## config.mk

```make
export PLATFORM = sky130hd
export DESIGN_NAME = sim_run_controller
export DESIGN_NICKNAME = d
export VERILOG_FILES = /design/src/rtl/sim_run_controller.sv
export SDC_FILE = /design/constraint.sdc
export NUM_CORES = 1
export LEC_CHECK = 0
export CAP_MARGIN = 10
export CORE_UTILIZATION = 40
export CTS_CLUSTER_SIZE = 8
export DETAILED_ROUTE_END_ITERATION = 12
export GPL_TIMING_DRIVEN = 0
export PLACE_DENSITY_LB_ADDON = 0.15
export RECOVER_POWER = 25
export SLEW_MARGIN = 20
export SYNTH_ARGS = -nofsm -noshare
export SYNTH_HDL_FRONTEND = slang
export SYNTH_SLANG_ARGS = --single-unit
export TNS_END_PERCENT = 10
```

## constraint.sdc

```tcl
create_clock -name clk -period 2.35 [get_ports clk]
set_input_delay 0.47 -clock clk [delete_from_list [all_inputs] [get_ports clk]]
set_output_delay 0.47 -clock clk [all_outputs]
set_load 0.05 [all_outputs]
```

## src/rtl/sim_run_controller.sv

```systemverilog
// -----------------------------------------------------------------------------
// sim_run_controller
//
// Run controller for the single-cycle RISC-V core. It sits between the
// top-level clock/reset and the core's reset input and:
//   - holds the core's active-low reset for RST_CYCLES cycles after a launch,
//   - releases the core and counts run cycles and retired instructions,
//   - ends the run on a halt request (DONE) or on the cycle limit (TIMEOUT),
//   - reports done/timeout/pass and the latched exit code.
//
// Parameters:
//   RST_CYCLES  cycles core_rst_n is held low before the run starts (>= 1)
//   MAX_CYCLES  run-window limit in cycles, 0 = unlimited
//   CNT_W       width of cycle_count / retire_count
//   CODE_W      width of halt_code / exit_code
//   PASS_CODE   halt_code value that means pass
//
// Ports:
//   clk           in   system clock, rising edge
//   rst           in   synchronous active-high controller reset
//   start         in   launch pulse, honoured in IDLE, DONE and TIMEOUT
//   halt_req      in   core asks to stop (e.g. store to tohost)
//   halt_code     in   exit value, valid with halt_req
//   instr_retire  in   core retired one instruction this cycle
//   core_rst_n    out  registered active-low reset to the core
//   running       out  high while in RUN
//   done          out  sticky, run ended by halt_req
//   timeout       out  sticky, run ended by the cycle limit
//   pass          out  sticky, done with exit_code == PASS_CODE
//   exit_code     out  latched halt_code
//   cycle_count   out  cycles spent in RUN (saturating)
//   retire_count  out  retired instructions during RUN (saturating)
//   state_dbg     out  current FSM state encoding, for debug/checkers
//
// Optional feature (compile-time macro SIM_RUN_AUTO_START_EN):
//   defined   - the controller leaves IDLE on the first cycle after rst
//               drops, as if start had been pulsed.
//   undefined - the controller waits in IDLE for start.
//
// Handshake semantics: there is no valid/ready pair. start, halt_req and
// instr_retire are single-cycle qualifiers sampled on every rising edge; a
// high level is one event per cycle. halt_code is only looked at in a cycle
// where halt_req is high and the controller is in RUN. Inputs that arrive in
// a state that does not honour them are dropped, never queued.
// -----------------------------------------------------------------------------
module sim_run_controller #(
  parameter int unsigned        RST_CYCLES = 5,
  parameter int unsigned        MAX_CYCLES = 55,
  parameter int unsigned        CNT_W      = 32,
  parameter int unsigned        CODE_W     = 32,
  parameter logic [CODE_W-1:0]  PASS_CODE  = CODE_W'(1)
) (
  input  logic              clk,
  input  logic              rst,
  input  logic              start,
  input  logic              halt_req,
  input  logic [CODE_W-1:0] halt_code,
  input  logic              instr_retire,
  output logic              core_rst_n,
  output logic              running,
  output logic              done,
  output logic              timeout,
  output logic              pass,
  output logic [CODE_W-1:0] exit_code,
  output logic [CNT_W-1:0]  cycle_count,
  output logic [CNT_W-1:0]  retire_count,
  output logic [2:0]        state_dbg
);

  typedef enum logic [2:0] {
    S_IDLE    = 3'd0,
    S_RESET   = 3'd1,
    S_RUN     = 3'd2,
    S_DONE    = 3'd3,
    S_TIMEOUT = 3'd4
  } state_t;

  // Hold counter only needs to reach RST_CYCLES-1.
  localparam int unsigned      HOLD_W    = (RST_CYCLES > 1) ? $clog2(RST_CYCLES) : 1;
  localparam logic [HOLD_W-1:0] HOLD_LAST = HOLD_W'(RST_CYCLES - 1);

  // The limit fires in the RUN cycle whose count is MAX_CYCLES-1, so the
  // final edge leaves cycle_count at exactly MAX_CYCLES.
  localparam logic [CNT_W-1:0] LIMIT_LAST =
    CNT_W'((MAX_CYCLES == 0) ? 0 : (MAX_CYCLES - 1));
  localparam bit               LIMIT_EN  = (MAX_CYCLES != 0);
  localparam logic [CNT_W-1:0] CNT_SAT   = '1;

  state_t            state;
  state_t            state_n;
  logic [HOLD_W-1:0] hold_cnt;

  logic launch;     // entering RESET this edge: clear all results
  logic hold_last;  // last cycle of the core reset hold
  logic limit_hit;  // this RUN cycle is the final one of the window
  logic auto_go;    // self-launch request while parked in IDLE

`ifdef SIM_RUN_AUTO_START_EN
  // IDLE is only reachable through rst, so being in IDLE with rst low means
  // rst has just dropped: launch on that first cycle.
  assign auto_go = 1'b1;
`else
  assign auto_go = 1'b0;
`endif

  assign state_dbg = state;

  // ---------------------------------------------------------------------------
  // State register
  // ---------------------------------------------------------------------------
  always_ff @(posedge clk) begin
    if (rst) begin
      state <= S_IDLE;
    end else begin
      state <= state_n;
    end
  end

  // ---------------------------------------------------------------------------
  // Next-state logic
  // ---------------------------------------------------------------------------
  always_comb begin
    state_n   = state;
    launch    = 1'b0;
    hold_last = (hold_cnt == HOLD_LAST);
    limit_hit = LIMIT_EN && (cycle_count == LIMIT_LAST);

    unique case (state)
      S_IDLE: begin
        if (start || auto_go) begin
          launch  = 1'b1;
          state_n = S_RESET;
        end
      end
      S_RESET: begin
        // start/halt/retire are deliberately ignored while the core is held.
        if (hold_last) begin
          state_n = S_RUN;
        end
      end
      S_RUN: begin
        // A halt in the limit cycle wins over the timeout.
        if (halt_req) begin
          state_n = S_DONE;
        end else if (limit_hit) begin
          state_n = S_TIMEOUT;
        end
      end
      S_DONE, S_TIMEOUT: begin
        if (start) begin
          launch  = 1'b1;
          state_n = S_RESET;
        end
      end
      default: begin
        state_n = S_IDLE;
      end
    endcase
  end

  // ---------------------------------------------------------------------------
  // Registered outputs and datapath
  // ---------------------------------------------------------------------------
  always_ff @(posedge clk) begin
    if (rst) begin
      hold_cnt     <= '0;
      core_rst_n   <= 1'b0;
      running      <= 1'b0;
      done         <= 1'b0;
      timeout      <= 1'b0;
      pass         <= 1'b0;
      exit_code    <= '0;
      cycle_count  <= '0;
      retire_count <= '0;
    end else begin
      // The core is out of reset exactly while the next state is RUN, which
      // makes core_rst_n/running registered and edge-aligned with the state.
      core_rst_n <= (state_n == S_RUN);
      running    <= (state_n == S_RUN);

      if (launch) begin
        hold_cnt     <= '0;
        done         <= 1'b0;
        timeout      <= 1'b0;
        pass         <= 1'b0;
        exit_code    <= '0;
        cycle_count  <= '0;
        retire_count <= '0;
      end else begin
        unique case (state)
          S_RESET: begin
            if (!hold_last) begin
              hold_cnt <= hold_cnt + 1'b1;
            end
          end
          S_RUN: begin
            // Both counters saturate rather than wrap.
            if (cycle_count != CNT_SAT) begin
              cycle_count <= cycle_count + 1'b1;
            end
            // A retire in the halt cycle still counts.
            if (instr_retire && (retire_count != CNT_SAT)) begin
              retire_count <= retire_count + 1'b1;
            end
            if (halt_req) begin
              done      <= 1'b1;
              exit_code <= halt_code;
              pass      <= (halt_code == PASS_CODE);
            end else if (limit_hit) begin
              timeout <= 1'b1;
            end
          end
          default: begin
            // IDLE/DONE/TIMEOUT without launch: results frozen.
          end
        endcase
      end
    end
  end

endmodule
```

==> out/results.tsv <==
stage	metric	value	unit
synth	post_synth_fa_ha_maj_area_fraction	1.20	%
worst_setup_path	end_kind	register	
clock_tree	ctsRootBufferMaster	clkbuf_16	
finish	nFillCells	1217	
clock_tree	postCtsSetupBuffers	0	
sta	fmax	436	MHz
synth	ys_ff_latch	106	
worst_setup_path	worstPathCellList	ha_2 -> and4_1 -> buf_2 -> and3_1 -> buf_6 -> a31o_4 -> buf_6 -> or4_1 -> a21oi_1	
synth	synthXorXnorAreaFrac	3.37	%
worst_setup_path	crit_path_start_kind	register	
sta	rsz0062_at_grt	true	
global_routing	grt_usage	22.6	%
clock_tree	ctsHoldBuffers	0	
global_routing	grt_pass1_vias	4744	
global_routing	grt-ovfl-total	0	
drt	via_per_inst	5.51	
synth	synth_fp_nets	665	
global_routing	grt_max_degree	19	
clock_tree	insertion_delay	0.35	ns
worst_setup_path	crit_type	register to register	
sta	hold_violations	0	
worst_hold_path	hp-class	register to register	
drt	post_drt_wl_per_cell	15.8	um
finish	fin_cells	951	
sta	relSlewSlack	61.8	%
sta	whs	0.454	ns
pwr	power	3.54	mW
placement	pre_cts_ws	-0.450	ns
status	status	finished, final reports clean	
drt	dr.pass1.iters	5	
sta	setup_tns	0	ns
clock_tree	ctsHtreeMaxLevel	3	
finish	fin_area	7180	um2
synth	synth_simple_gate_area_share	32.1	%
synth	yosysUniqueCellTypes	63	
synth	synth_flop_cell	dfxtp_1	
synth	syn_area	5200	um2
global_routing	grt_pass1_wl	23.8	mm
floorplanning	die-width	116	um
drt	top_layer_used	met4	
floorplanning	start_util	41.2	%
synth	yosysSeqAreaShare	40.8	%
sta	finalCriticalPeriod	2.29	ns
pwr	p_leak	2.44	nW
synth	synth_edf_count	0	
sta	worst_slew_pin_slew	0.573	ns
floorplanning	die_h	116	um
worst_setup_path	crit_slowest_cell	or4_1	
clock_tree	clock_sinks	106	
drt	drc	0	
sta	maxSlewViolCount	0	
pwr	vdd_ir_drop_max	0.382	mV
worst_setup_path	max_stage_delay	0.46	ns
finish	nets	816	
pwr	powerDensity	493	nW/um2
synth	netlist.area_leader.share	40.8	%
synth	synth_compound_area_share	17.0	%
drt	num_vias	5236	
finish	multiInputGateArea	2890	um2
worst_setup_path	critPathMostFrequentCell	buf_6	
synth	synth_top_family_by_area	simple AND/OR/NAND/NOR gates	
sta	finalSetupViolations	0	
placement	io_buffers	140	
synth	syn_area_per_cell	8.34	um2
clock_tree	cts.clk_slew.worst_paths	0.08	ns
worst_setup_path	critical_path_arrival	2.58	ns
sta	final.setup.worst_slack	0.0558	ns
drt	drt_iter0_markers	270	
floorplanning	dieArea	13500	um2
clock_tree	numCtsBuffers	9	
floorplanning	fp-row-count	41	
finish	final_util	56.9	%
synth	synthCells	623	
placement	hpwlAfterDp	11.0	mm
finish	register_area	2120	um2
synth	yosys-top-cells-area	dfxtp_1 (41%), nand2_1 (7.3%), a21oi_1 (6.8%)	
drt	wl_met1	7.14	mm
synth	ys_warn_count	0	
worst_setup_path	crit_required	2.63	ns
clock_tree	cts_tree	built	
drt	routed_wl	15.1	mm
synth	synth_mux_area_share	0.771	%
clock_tree	clockBufferDepth	2	
global_routing	grt_antenna_before_repair	0	
drt	met2_length	6.97	mm
floorplanning	ios	141	
placement	placed_area	6820	um2
floorplanning	core	12600	um2
synth	synth_top_area_cell	dfxtp_1	
finish	area_growth	38.3	%
synth	async_reset_ff_share	0	%
drt	ant_nets	0	
placement	dp.cells	935	
sta	worst_clock_skew	0.0106	ns
worst_setup_path	worstPathMaxFanout	10	
drt	wl_met3	822	um
finish	final_common_cell	dfxtp_1	
finish	final_cell_mix	dfxtp_1 (104), nand2_1 (101), clkdlybuf4s50_1 (98)	
run	drv_cap	0	
finish	num_antenna_cells	0	
placement	routabilityCongestion	0.853	
finish	drive_gt1_share	9.76	%
sta	period_share	97.6	%
worst_setup_path	critical-path-top-delay-family	simple AND/OR/NAND/NOR gates	
worst_setup_path	cp_num_buf_inv	3	
layer usage:
metal	GRT usage [%]	vias to the layer above
li1	-	2573
met1	31.3	2489
met2	36.2	166
met3	4.18	8
met4	5.47	0
met5	0	-
registers in the layout, indices dropped and copies added, names as in the netlist:
| register | count |
|---|---|
| cycle_count | 32 |
| exit_code | 32 |
| retire_count | 32 |
| hold_cnt | 3 |
| state_dbg | 3 |
| done | 1 |
| pass | 1 |
| running | 1 |
| timeout | 1 |
power by group:
group          internal [mW]  total, mW  switching (mW)
registers               1.80       1.80         0.00298
logic                 0.0844      0.180          0.0955
clock network          0.843       1.56           0.717
total                   2.73       3.54           0.816
final timing paths:
check	start	to	slack (ns)	depth (start not counted)
max	retire_count[0]	retire_count[15]	0.06	9
min	exit_code[23]	exit_code[23]	0.45	2
max reg2reg	retire_count[0]	retire_count[15]	0.06	9
min reg2reg	exit_code[23]	exit_code[23]	0.45	2
synthesized netlist by cell type (all sizes together) (9+ instances only):
library cell  count
a21oi            72
buf              22
clkbuf           11
dfxtp           106
inv              13
nand2           101
nand3            26
nand4            25
nor2             38
nor3              9
nor4             20
o21ai            27
o31ai            11
or3              29
or4              12
xnor2            16
worst min-delay path: stages (launching register included):
cell     delay, ns
dfxtp_1       0.31
nand2_1       0.05
a21oi_1       0.05
cell type report:
| class | count | area share (%) |
|---|---|---|
| Buffer | 33 | 2.84 |
| Clock buffer | 10 | 3.19 |
| Clock inverter | 6 | 1.03 |
| Inverter | 13 | 0.679 |
| Multi-Input combinational cell | 471 | 40.2 |
| Sequential cell | 106 | 29.6 |
| Tap cell | 172 | 3.00 |
| Timing Repair Buffer | 140 | 19.5 |
cell families (layout without fill, tap and decap cells):
group	Yosys count	after routing
flip-flops	106	106
buffers and inverters	46	202
AO/OA/AOI/OAI	142	142
AND/OR/NAND/NOR	300	300
adder cells (fa/ha/maj)	5	5
multiplexers	4	4
XOR/XNOR	20	20
repair_timing:
action,CTS,global route
pin swaps,0,2
gates resized for setup,2,14
endpoints found under the setup margin,80,30
No activity file was read; power rests on OpenSTA's default activity.
